==> config.mk <==
export PLATFORM = sky130hd
export DESIGN_NAME = sar_scan_sequencer
export DESIGN_NICKNAME = d
export VERILOG_FILES = /design/src/rtl/sar_scan_sequencer.sv
export SDC_FILE = /design/constraint.sdc
export NUM_CORES = 1
export LEC_CHECK = 0
export CORE_MARGIN = 3
export CORE_UTILIZATION = 40
export CTS_CLUSTER_DIAMETER = 150
export DETAILED_ROUTE_END_ITERATION = 16
export PLACE_DENSITY = 0.79
export SLEW_MARGIN = 0
export SYNTH_ARGS = -nofsm -noshare
export SYNTH_HDL_FRONTEND = slang
export SYNTH_SLANG_ARGS = --single-unit
export TNS_END_PERCENT = 100
==> constraint.sdc <==
create_clock -name clk -period 1.2 [get_ports clk]
set_input_delay 0.12 -clock clk [delete_from_list [all_inputs] [get_ports clk]]
set_output_delay 0.12 -clock clk [all_outputs]
set_load 0.01 [all_outputs]
==> src/rtl/sar_scan_sequencer.sv <==
// Round-robin scan controller for the 3-bit SAR ADC core. It settles, starts and
// times out each conversion, then presents the code with its channel tag on a valid/ready port.
module sar_scan_sequencer #(
    parameter int NUM_CH         = 4,
    parameter int CH_W           = 2,
    parameter int RES_W          = 3,
    parameter int SETTLE_CYCLES  = 4,
    parameter int TIMEOUT_CYCLES = 16
) (
    input  logic              clk,
    input  logic              reset_n,
    input  logic              enable,
    input  logic [NUM_CH-1:0] ch_mask,
    input  logic              clr_err,
    output logic [CH_W-1:0]   ch_sel,
    output logic              sample,
    output logic              adc_start,
    input  logic              adc_done,
    input  logic [RES_W-1:0]  adc_code,
    output logic              res_valid,
    input  logic              res_ready,
    output logic [RES_W-1:0]  res_code,
    output logic [CH_W-1:0]   res_ch,
    output logic              busy,
    output logic              overrun,
    output logic              timeout_err
);
    localparam int SCW = (SETTLE_CYCLES > 1) ? $clog2(SETTLE_CYCLES) : 1;
    localparam int CCW = $clog2(TIMEOUT_CYCLES);

    typedef enum logic [2:0] {IDLE, SETTLE, START, CONVERT, STORE} state_t;

    state_t           state, state_nxt;
    logic [CH_W-1:0]  last_ch, pick_ch, cand;
    logic [SCW-1:0]   settle_cnt;
    logic [CCW-1:0]   conv_cnt;
    logic [RES_W-1:0] pend_code;
    logic             can_scan, take_pick, capture, to_set, leave, store_load, pop;

    assign busy     = (state != IDLE);
    assign can_scan = enable && (ch_mask != '0);

    // Next enabled channel strictly after last_ch; the lowest offset wins.
    always_comb begin
        pick_ch = last_ch;
        cand    = '0;
        for (int i = NUM_CH; i >= 1; i--) begin
            cand = CH_W'((int'(last_ch) + i) % NUM_CH);
            if (ch_mask[cand]) pick_ch = cand;
        end
    end

    always_comb begin
        state_nxt = state;
        take_pick = 1'b0;
        capture   = 1'b0;
        to_set    = 1'b0;
        leave     = 1'b0;
        case (state)
            IDLE: begin
                if (can_scan) begin
                    take_pick = 1'b1;
                    state_nxt = SETTLE;
                end
            end
            SETTLE:  if (settle_cnt == '0) state_nxt = START;
            START:   state_nxt = CONVERT;
            CONVERT: begin
                // conv_cnt==0 is blanked: the core's done is still from the last conversion
                if (conv_cnt != '0 && adc_done) begin
                    capture   = 1'b1;
                    state_nxt = STORE;
                end else if (conv_cnt == CCW'(TIMEOUT_CYCLES - 1)) begin
                    to_set = 1'b1;
                    leave  = 1'b1;
                end
            end
            STORE:   leave = 1'b1;
            default: state_nxt = IDLE;
        endcase
        if (leave) begin
            if (can_scan) begin
                take_pick = 1'b1;
                state_nxt = SETTLE;
            end else begin
                state_nxt = IDLE;
            end
        end
    end

    assign pop        = res_valid && res_ready;
    assign store_load = (state == STORE) && (!res_valid || pop);

    always_ff @(posedge clk) begin
        if (!reset_n) begin
            state       <= IDLE;
            ch_sel      <= '0;
            last_ch     <= CH_W'(NUM_CH - 1);
            settle_cnt  <= '0;
            conv_cnt    <= '0;
            pend_code   <= '0;
            sample      <= 1'b0;
            adc_start   <= 1'b0;
            res_valid   <= 1'b0;
            res_code    <= '0;
            res_ch      <= '0;
            overrun     <= 1'b0;
            timeout_err <= 1'b0;
        end else begin
            state     <= state_nxt;
            sample    <= (state_nxt == SETTLE);
            adc_start <= (state_nxt == START);
            if (take_pick) begin
                ch_sel     <= pick_ch;
                last_ch    <= pick_ch;
                settle_cnt <= SCW'(SETTLE_CYCLES - 1);
            end else if (state == SETTLE && settle_cnt != '0) begin
                settle_cnt <= settle_cnt - 1'b1;
            end
            if (state == START)        conv_cnt <= '0;
            else if (state == CONVERT) conv_cnt <= conv_cnt + 1'b1;
            if (capture) pend_code <= adc_code;
            if (store_load) begin
                res_valid <= 1'b1;
                res_code  <= pend_code;
                res_ch    <= ch_sel;
            end else if (pop) begin
                res_valid <= 1'b0;
            end
            // Sticky flags: a set in the same cycle as clr_err wins
            if (state == STORE && !store_load) overrun <= 1'b1;
            else if (clr_err)                  overrun <= 1'b0;
            if (to_set)       timeout_err <= 1'b1;
            else if (clr_err) timeout_err <= 1'b0;
        end
    end
endmodule

; ---- Word-level counts from Yosys, hierarchy flattened
; Index checks and enable logic that the tools add are counted.
[op_classes]
n_addsub = 6
magnitude_cmp = 4
eq_ne = 7
muxes = 35
n_bitwise = 1
n_reduce_logical = 20
[ops]
columns = op, count
row1 = $mux W1, 19
row2 = $pmux W3 S5, 1
row3 = $lt A2 B3 Y1 const B, 4
row4 = $mux W2, 6
row5 = $mux W3, 4
row6 = $reduce_bool A2 Y1, 5
row7 = $eq A3 B2 Y1 const B, 3
row8 = $bmux W1 S2, 4
row9 = $reduce_bool A4 Y1, 2
row10 = $eq A3 B1 Y1 const B, 2
row11 = $logic_and A1 B1 Y1, 6
row12 = $add A2 B1 Y2 const B, 2
row13 = $add A2 B2 Y2 const B, 2
row14 = $add A4 B1 Y4 const B, 1
row15 = $eq A4 B4 Y1 const B, 1
row16 = $eq A3 B3 Y1 const B, 1
row17 = $logic_not A3 Y1, 1
row18 = $reduce_bool A3 Y1, 1
row19 = $logic_not A1 Y1, 2
row20 = $logic_not A2 Y1, 1
row21 = $pmux W1 S2, 1
row22 = $reduce_or A2 Y1, 1
row23 = $sub A2 B1 Y2 const B, 1
row24 = $logic_or A1 B1 Y1, 1
row25 = $not A1 Y1, 1
[word_totals]
register_bits = 26
in_bits = 13
out_inout_bits = 13

; ---- Depth between registers and ports, before layout
; Gate-level depths: netlist of run 1.
[depth]
depth_word = 7
mapped_depth = 7
mapped_depth_nobuf = 7

; ---- Least setup slack after synthesis of run 1
; OpenSTA, ideal clock, no wires.
[synth_path]
path_kind = flip-flop to flip-flop
startpoint = register conv_cnt[0]
endpoint = register pend_code[0]
arrival_time_ns = 1.207
required_ns = 1.071
slack_ns = -0.136
path_stages_with_launch = 8
n_path_buf = 0
cell_sequence = dfxtp_1 > inv_1 > ha_1 > nor2b_1 > nand2b_1 > nand4_1 > mux2i_1 > nor2_1
[synth_between]
elab_chain_len = 4
[synth_lines]
columns = element, line_no
row1 = from (decl), 36  ; logic [CCW-1:0] conv_cnt;
row2 = from (signal assigned), 121  ; else if (state == CONVERT) conv_cnt <= conv_cnt + 1'b1;
row3 = $reduce_bool A4 Y1, 70  ; if (conv_cnt != '0 && adc_done) begin
row4 = $logic_and A1 B1 Y1, 70
row5 = $mux W1, 70
row6 = $mux W1, 59  ; case (state)
row7 = to (signal assigned), 122  ; if (capture) pend_code <= adc_code;
row8 = to (decl), 37  ; logic [RES_W-1:0] pend_code;
; Every way passes these cells.
; A chain may end at the register's enable or synchronous reset.

; ---- Final worst setup path of run 1
; Ends and elaborated chain as after synthesis.

==> results of run 1 <==
-- per-layer routing --
layer  routed length (um)  vias to the layer above  part of all wire [%]
li1                     -                      591                     -
met4                   91                        0                   3.0
met3                  108                       12                   3.5
met2                 1570                       25                    52
met1                 1280                      540                    42
met5                    0                        -                     0
-- registers in the layout, indices dropped and copies added, names as in the netlist --
name / cells
conv_cnt: 4
pend_code: 3
res_code: 3
state: 3
ch_sel: 2
last_ch: 2
res_ch: 2
settle_cnt: 2
adc_start: 1
overrun: 1
res_valid: 1
sample: 1
timeout_err: 1
-- logic make-up (layout without fill, tap and decap cells) --
kind of cell,Yosys count,after routing
DFF,26,26
adders and majority gates,3,3
AOI/OAI and AO/OA,26,26
and+or+nand+nor,62,62
muxes,9,9
buffers and inverters,12,69
xor gates and xnor gates,1,1
-- power groups by stage --
stage	logic (uW)	clock network, uW	registers (uW)
2_1_floorplan	387	0	1000
3_3_place_gp	608	0	1010
3_5_place_dp	633	0	1020
4_1_cts	669	612	996
5_1_grt	745	646	1010
6_report	676	599	996
-- synthesized netlist by cell type (all sizes together) (2+ instances only) --
library cell	n
nor2	25
and2b	2
inv	7
nand2	11
clkbuf	2
ha	3
nand2b	8
o21a	2
buf	3
o21ai	7
mux2i	8
nor2b	2
nor3	3
a21oi	12
dfxtp	26
nand3	3
-- area by class of cell --
cell class / instances / area [sq um]
timing repair buffer: 58 / 497
sequential: 26 / 538
fill: 231 / 917
clock buffer: 3 / 22.5
inverter: 7 / 26.3
multi-input combinational: 101 / 759
clock inverter: 1 / 30.0
tap: 31 / 38.8
-- what timing repair did --
action / CTS / global route
buffers inserted: 5 / 2
endpoints found under the setup margin: 30 / 24
gates cloned: 0 / 0
pin swaps: 9 / 9
gates resized for setup: 33 / 7
-- path summary, 6_finish.rpt --
check                    from            to  slack (ps)  cells after the start
hold reg to reg       overrun       overrun         520                      2
setup / recovery  conv_cnt[0]  pend_code[0]        -170                      8
setup reg to reg  conv_cnt[0]  pend_code[0]        -170                      8
hold / removal    adc_code[2]  pend_code[2]         400                      3
-- worst max-delay path: stages, from the launching register on --
cell and delay [ps]:
dfxtp_4 400, inv_2 50, ha_4 140, nor2b_4 120
nand2b_1 60, nand4_1 120, buf_6 170, mux2i_2 160
nor2_1 60
-- stage by stage --
| step | cell area [sq um] | utilization (%) | setup WS (ps) |
|---|---|---|---|
| floorplan | 1280 | - | -58.0 |
| detailed placement | 1730 | 61.3 | -341 |
| CTS | 1860 | 65.9 | -179 |
| global route | 1910 | 67.6 | -232 |
| global placement | 1730 | 61.3 | -289 |
| finish | 1910 | 67.6 | -173 |
-- cell usage in the layout (no fill, tap or decap), drive strengths merged --
master          n
buf            34
dfxtp          26
nor2           25
clkdlybuf4s50  12
dlygate4sd2    12
a21oi          12
nand2          11
mux2i           8
nand2b          8
o21ai           7
inv             7
ha              3
clkbuf          3
nor3            3
nand3           3
nor2b           2
o21a            2
and2b           2
or3             1
o22ai           1
mux2            1
and2            1
nand3b          1
nand4b          1
o41a            1
o211ai          1
a2111o          1
o311ai          1
and3            1
nor4            1
nand4           1
xnor2           1
nor3b           1
bufinv          1
==> reports/summary.log, run 1 <==
INFO  global_route   met3_layer_usage_reported_by_global_route=3.98%
INFO  yosys          synth-edff-count=0
INFO  yosys          predominant_post_synthesis_flop_cell=dfxtp_1
INFO  yosys          synth-simple-area-share=27.9%
INFO  clocking       cts.reportedPaths.clkPinSlew=140ps
INFO  setup_path     start_to_end_type_of_the_worst_setup_path=flop to flop
INFO  yosys          largest_area_contributor_in_the_netlist=dfxtp_1
INFO  global_route   grt_util_met1=21.3%
INFO  power          comb_power_share=29.8%
INFO  timing         maxSlewHeadroom=80.4%
INFO  layout         area_growth_syn_to_layout=56.1%
INFO  yosys          yosysSeqAreaShare=42.5%
INFO  route          drtIter0Drc=34
INFO  yosys          top_post_synthesis_cells_by_area=dfxtp_1 42%, nor2_1 7.0%, mux2i_1 6.5%, a21oi_1 4.5%, nand2b_1 3.6%
INFO  clocking       cts-buffers-inserted=3
INFO  yosys          mappedNetlistArea=1220squm
INFO  outcome        failing_checks=setup timing
INFO  timing         finalSetupViolations=13
INFO  setup_path     arrival=1600ps
INFO  yosys          syn_area_per_cell=8.81squm
INFO  global_route   initial_antenna_violation_count=0
INFO  floorplanning  die_width=61.3um
INFO  yosys          yosys-mux-area-fraction=7.46%
INFO  timing         final-hold-violation-count=0
INFO  global_route   highest_utilization_routing_layer_at_the_global_route_stage=met2
INFO  worst_hold_path class_of_the_worst_hold_path=input port to flop
INFO  floorplanning  ios=26
INFO  power          totalPowerFinal=2270uW
INFO  clocking       cts.path.max_buffers=2
INFO  setup_path     path_max_fanout=4
INFO  power          power.net_switching=633uW
INFO  job            max_cap_violations=0
INFO  global_route   gr-usage-met2=33.5%
INFO  setup_path     timing.critical_path.required=1430ps
INFO  clocking       cts.root.buffer_cell=clkbuf_4
INFO  setup_path     critPathLaunchType=flop
INFO  yosys          synth_warnings=0
INFO  timing         rsz0062_at_grt=true
INFO  yosys          largest_family_of_logic_cells_by_synthesized_area=simple AND/OR/NAND/NOR gates
INFO  global_route   grt_start_max_net_pins=19
INFO  timing         finalMaxSlewViolations=0
INFO  layout         num-nets-final=213
INFO  timing         clock.fmax=0.728GHz
INFO  layout         share_of_final_layout_standard_cells_stronger_than_drive_strength_1=38.8%
INFO  timing         fin_tns_setup=-1420ps
INFO  clocking       cts-htree-levels=1
INFO  route          via_per_inst=5.15
INFO  power          pwr_density_cell=1190nW/um^2
INFO  yosys          synthCells=139
INFO  yosys          yosys.area.top_type_share=42.5%
INFO  clocking       worst_skew_pair.late_latency=320ps
INFO  power          sequentialPowerShare=43.9%
INFO  outcome        status=finished, violations left
INFO  yosys          ys_types=41
INFO  placed_design  place.detailed.instances=216
INFO  timing         final.hold.worst_slack=397ps
INFO  power          power_report.internal_total=1640uW
INFO  layout         post_layout_nonfiller_instances=227
INFO  yosys          post_synth_xor_xnor_area=0.715%
INFO  power          vdd_drop_max=0.740mV
INFO  route          drc=0
INFO  global_route   grt.total_usage=18.7%
INFO  timing         max_slew.worst_pin.slew=292ps
INFO  yosys          post_synth_fa_ha_maj_area_fraction=3.06%
INFO  timing         clock-skew-final=2.42ps
INFO  floorplanning  initial_core_util=43.3%
INFO  yosys          synthesized_area_fraction_occupied_by_ao_oa_aoi_and_oai_cells=13.9%
INFO  setup_path     timing.critical_path.to_type=flop
INFO  yosys          syn_nets=155
INFO  power          switching_share=27.9%
INFO  floorplanning  placement_rows=19
INFO  layout         antenna-diode-count=0
INFO  route          wire_length_after_detailed_routing=3050um
INFO  timing         post-route-min-period=1370ps
INFO  yosys          asyncSetResetFlopFracSynth=0%
INFO  global_route   grt.overflow.total=0
INFO  timing         setup_ws=-173ps
INFO  yosys          synth-seq-cells=26
INFO  placed_design  detailedPlacementHpwl=2350um
INFO  placed_design  buffer_ports.inserted=25
INFO  route          count_of_antenna_violating_nets_left_after_detailed_routing=0
INFO  power          cellLeakagePower=0.000902uW
INFO  route          detailedRoute.firstPassIterationCount=4
INFO  placed_design  gp_routability_congestion=0.804
INFO  global_route   global_route_wire_length_before_repair=5260um
INFO  clocking       cts_hold_repair.buffers=0
INFO  timing         fin_crit_sh=114%
INFO  clocking       cts_tree=done
INFO  floorplanning  fp.dieH=61.3um
INFO  route          num_vias=1168
INFO  floorplanning  core_area=2830squm
INFO  route          route.detailed.wl_per_inst=13.4um
INFO  power          portion_of_total_power_attributed_to_the_clock_network=26.4%
INFO  floorplanning  dieArea=3760squm
INFO  clocking       tritoncts_num_sinks=26
INFO  global_route   first_global_vias=1231
Power figures use the tool's default switching activity.
==> run 2, diff against run 1 <==
==> constraint.sdc (replaced) <==
create_clock -name clk -period 1.1 [get_ports clk]
set_input_delay 0.165 -clock clk [delete_from_list [all_inputs] [get_ports clk]]
set_output_delay 0.165 -clock clk [all_outputs]
set_load 0.01 [all_outputs]
==> reports/summary.log, run 2 (synthesis gave the netlist of run 1 again) <==
INFO  timing         finalSetupViolations=22 [was 13]
INFO  setup_path     critPathLaunchType=flop [unchanged]
INFO  clocking       tritoncts_num_sinks=26 [unchanged]
INFO  global_route   grt_util_met1=21.3% [about the same]
INFO  global_route   grt_start_max_net_pins=19 [unchanged]
INFO  setup_path     timing.critical_path.to_type=flop [unchanged]
INFO  clocking       cts.root.buffer_cell=clkbuf_4 [unchanged]
INFO  setup_path     cpPeakStageDelay=390ps [was 400 ps]
INFO  timing         post-route-min-period=1380ps [was 1370 ps]
INFO  layout         num-nets-final=217 [was 213]
INFO  power          cellLeakagePower=0.000898uW [was 0.000902 uW]
INFO  layout         num-fill-cells=220 [was 231]
INFO  placed_design  gp_routability_congestion=0.787 [was 0.804]
INFO  clocking       cts.path.max_buffers=2 [unchanged]
INFO  timing         clock.fmax=0.723GHz [was 0.728 GHz]
INFO  floorplanning  dieArea=3760squm [unchanged]
INFO  layout         number_of_flip_flops_in_the_largest_register=4 [unchanged]
INFO  power          vdd_drop_max=0.982mV [was 0.740 mV]
INFO  setup_path     crit_family=compound AO/OA/AOI/OAI gates [was flip-flops]
INFO  worst_hold_path class_of_the_worst_hold_path=input port to flop [unchanged]
INFO  clocking       cts_hold_repair.buffers=0 [unchanged]
INFO  setup_path     timing.critical_path.required=1330ps [was 1430 ps]
INFO  layout         area_growth_syn_to_layout=60.5% [was 56.1%]
INFO  global_route   highest_utilization_routing_layer_at_the_global_route_stage=met2 [unchanged]
INFO  clocking       cts-buffers-inserted=3 [unchanged]
INFO  setup_path     path_max_fanout=7 [was 4]
INFO  setup_path     worstPathCellList=ha_4 > nand4b_1 > nor2_2 > o21a_4 > o21ai_0 > nor2_2 [was inv_2 > ha_4 > nor2b_4 > nand2b_1 > nand4_1 > buf_6 > mux2i_2 > nor2_1]
INFO  global_route   global_route_wire_length_before_repair=5580um [was 5260 um]
INFO  floorplanning  initial_core_util=43.3% [unchanged]
INFO  floorplanning  fp.dieH=61.3um [unchanged]
INFO  setup_path     crit_path_buf_inv_count=0 [was 2]
INFO  layout         antenna-diode-count=0 [unchanged]
INFO  layout         share_of_final_layout_standard_cells_stronger_than_drive_strength_1=53.5% [was 38.8%]
INFO  route          route.detailed.wl_per_inst=14.9um [was 13.4 um]
INFO  timing         finalMaxSlewViolations=0 [unchanged]
INFO  outcome        failing_checks=setup timing [unchanged]
INFO  clocking       worst_skew_pair.late_latency=330ps [was 320 ps]
INFO  layout         final_common_cell=buf_4 [unchanged]
INFO  setup_path     start_to_end_type_of_the_worst_setup_path=flop to flop [unchanged]
INFO  layout         final_design_area_no_fill=1970squm [was 1910 sq um]
INFO  route          wire_length_after_detailed_routing=3440um [was 3050 um]
INFO  layout         mostFrequentLayoutCells=29 x buf_4, 21 x nor2_1, 14 x dfxtp_2 [was 28 x buf_4, 22 x nor2_1, 18 x dfxtp_1]
INFO  floorplanning  die_width=61.3um [unchanged]
INFO  timing         rsz0062_at_grt=true [unchanged]
INFO  route          via_per_inst=5.15 [about the same]
INFO  placed_design  buffer_ports.inserted=25 [unchanged]
INFO  global_route   grt.total_usage=19.9% [was 18.7%]
INFO  timing         setup_ws=-284ps [was -173 ps]
INFO  power          totalPowerFinal=2510uW [was 2270 uW]
INFO  global_route   grt.overflow.total=0 [unchanged]
INFO  placed_design  detailedPlacementHpwl=2470um [was 2350 um]
INFO  setup_path     critical-path-top-cell-by-count=nor2_2
INFO  route          drtIter0Drc=33 [was 34]
INFO  power          pwr_density_cell=1270nW/um^2 [was 1190 nW/um^2]
INFO  clocking       cts.reportedPaths.clkPinSlew=150ps [was 140 ps]
INFO  timing         clock-skew-final=4.84ps [was 2.42 ps]
INFO  route          drc=0 [unchanged]
INFO  setup_path     arrival=1620ps [was 1600 ps]
INFO  job            max_cap_violations=0 [unchanged]
INFO  timing         max_slew.worst_pin.slew=280ps [was 292 ps]
INFO  global_route   met3_layer_usage_reported_by_global_route=4.61% [was 3.98%]
INFO  global_route   initial_antenna_violation_count=0 [unchanged]
INFO  outcome        status=finished, violations left [unchanged]
INFO  clocking       cts-htree-levels=1 [unchanged]
INFO  route          num_vias=1189 [was 1168]
INFO  placed_design  dpl-instance-area=1770squm [was 1730 sq um]
INFO  timing         final-hold-violation-count=0 [unchanged]
INFO  floorplanning  placement_rows=19 [unchanged]
INFO  timing         fin_crit_sh=126% [was 114%]
INFO  setup_path     crit_slowest_cell=dfxtp_4 [unchanged]
INFO  route          count_of_antenna_violating_nets_left_after_detailed_routing=0 [unchanged]
INFO  global_route   first_global_vias=1286 [was 1231]
INFO  floorplanning  ios=26 [unchanged]
INFO  timing         fin_tns_setup=-3840ps [was -1420 ps]
INFO  layout         top_register_by_number_of_flip_flops=conv_cnt [unchanged]
INFO  route          detailedRoute.firstPassIterationCount=4 [unchanged]
INFO  floorplanning  core_area=2830squm [unchanged]
INFO  timing         maxSlewHeadroom=81.2% [was 80.4%]
INFO  setup_path     ff2ff_setup_slack=-280ps [was -170 ps]
INFO  global_route   gr-usage-met2=38.5% [was 33.5%]
INFO  clocking       cts_tree=done [unchanged]
run 2: cell count changes in the layout (fill, tap and decap cells not counted), moves of 3 or more:
cell | previous run | this run
dfxtp_2 | 5 | 14
dfxtp_1 | 18 | 10
a21oi_2 | 2 | 5
buf_2 | 1 | 7
clkbuf_2 | 0 | 5
buf_6 | 5 | 8
dlygate4sd2_1 | 12 | 0
a21oi_1 | 10 | 7
run 2: final timing paths:
kind	to	startpoint	depth (start not counted)
setup / recovery	ch_sel[0]	conv_cnt[0]	6
setup reg to reg	ch_sel[0]	conv_cnt[0]	6
hold / removal	pend_code[0]	adc_code[0]	3
hold reg to reg	adc_start	state[2]	1
run 2: layout make-up:
class | instances | area [sq um] | share of cell area (%)
clock buffer | 4 | 47.5 | 2.42
tap | 31 | 38.8 | 1.97
multi-input combinational | 101 | 808 | 41.1
sequential | 26 | 546 | 27.8
timing repair buffer | 62 | 499 | 25.4
inverter | 7 | 26.3 | 1.34
run 2: stage by stage:
| stage | cells | hold slack, ps | worst slack [ps] | utilization, % |
|---|---|---|---|---|
| 2_1_floorplan | 139 | 224 | -158 | - |
| 3_3_place_gp | 219 | 470 | -429 | 62.6 |
| 3_5_place_dp | 219 | 477 | -480 | 62.6 |
| 4_1_cts | 227 | 442 | -257 | 68.8 |
| 5_1_grt | 231 | 458 | -375 | 69.5 |
| 6_report | 231 | 436 | -284 | 69.5 |
run 2: worst reg2reg max path, cell delays in order (launching register included):
cell,delay [ps]
dfxtp_4,390
ha_4,160
nand4b_1,110
nor2_2,70
o21a_4,230
o21ai_0,260
nor2_2,70
run 2: timing repair:
item,CTS,global route
endpoints found under the setup margin,36,36
setup buffers,4,4
hold endpoints to repair,0,0
resized for setup,59,26
cloned,0,0
pin swaps,16,10
run 2: where the power goes:
| part | switching [uW] | total (uW) | internal (uW) |
|---|---|---|---|
| clock network | 299 | 577 | 278 |
| registers | 55.4 | 1080 | 1020 |
| logic | 394 | 852 | 458 |
run 2: routing by layer:
metal / vias to the layer above / wire [um]
met5: - / 0
met4: 0 / 28
met3: 4 / 123
met2: 25 / 1940
met1: 568 / 1340
li1: 592 / -
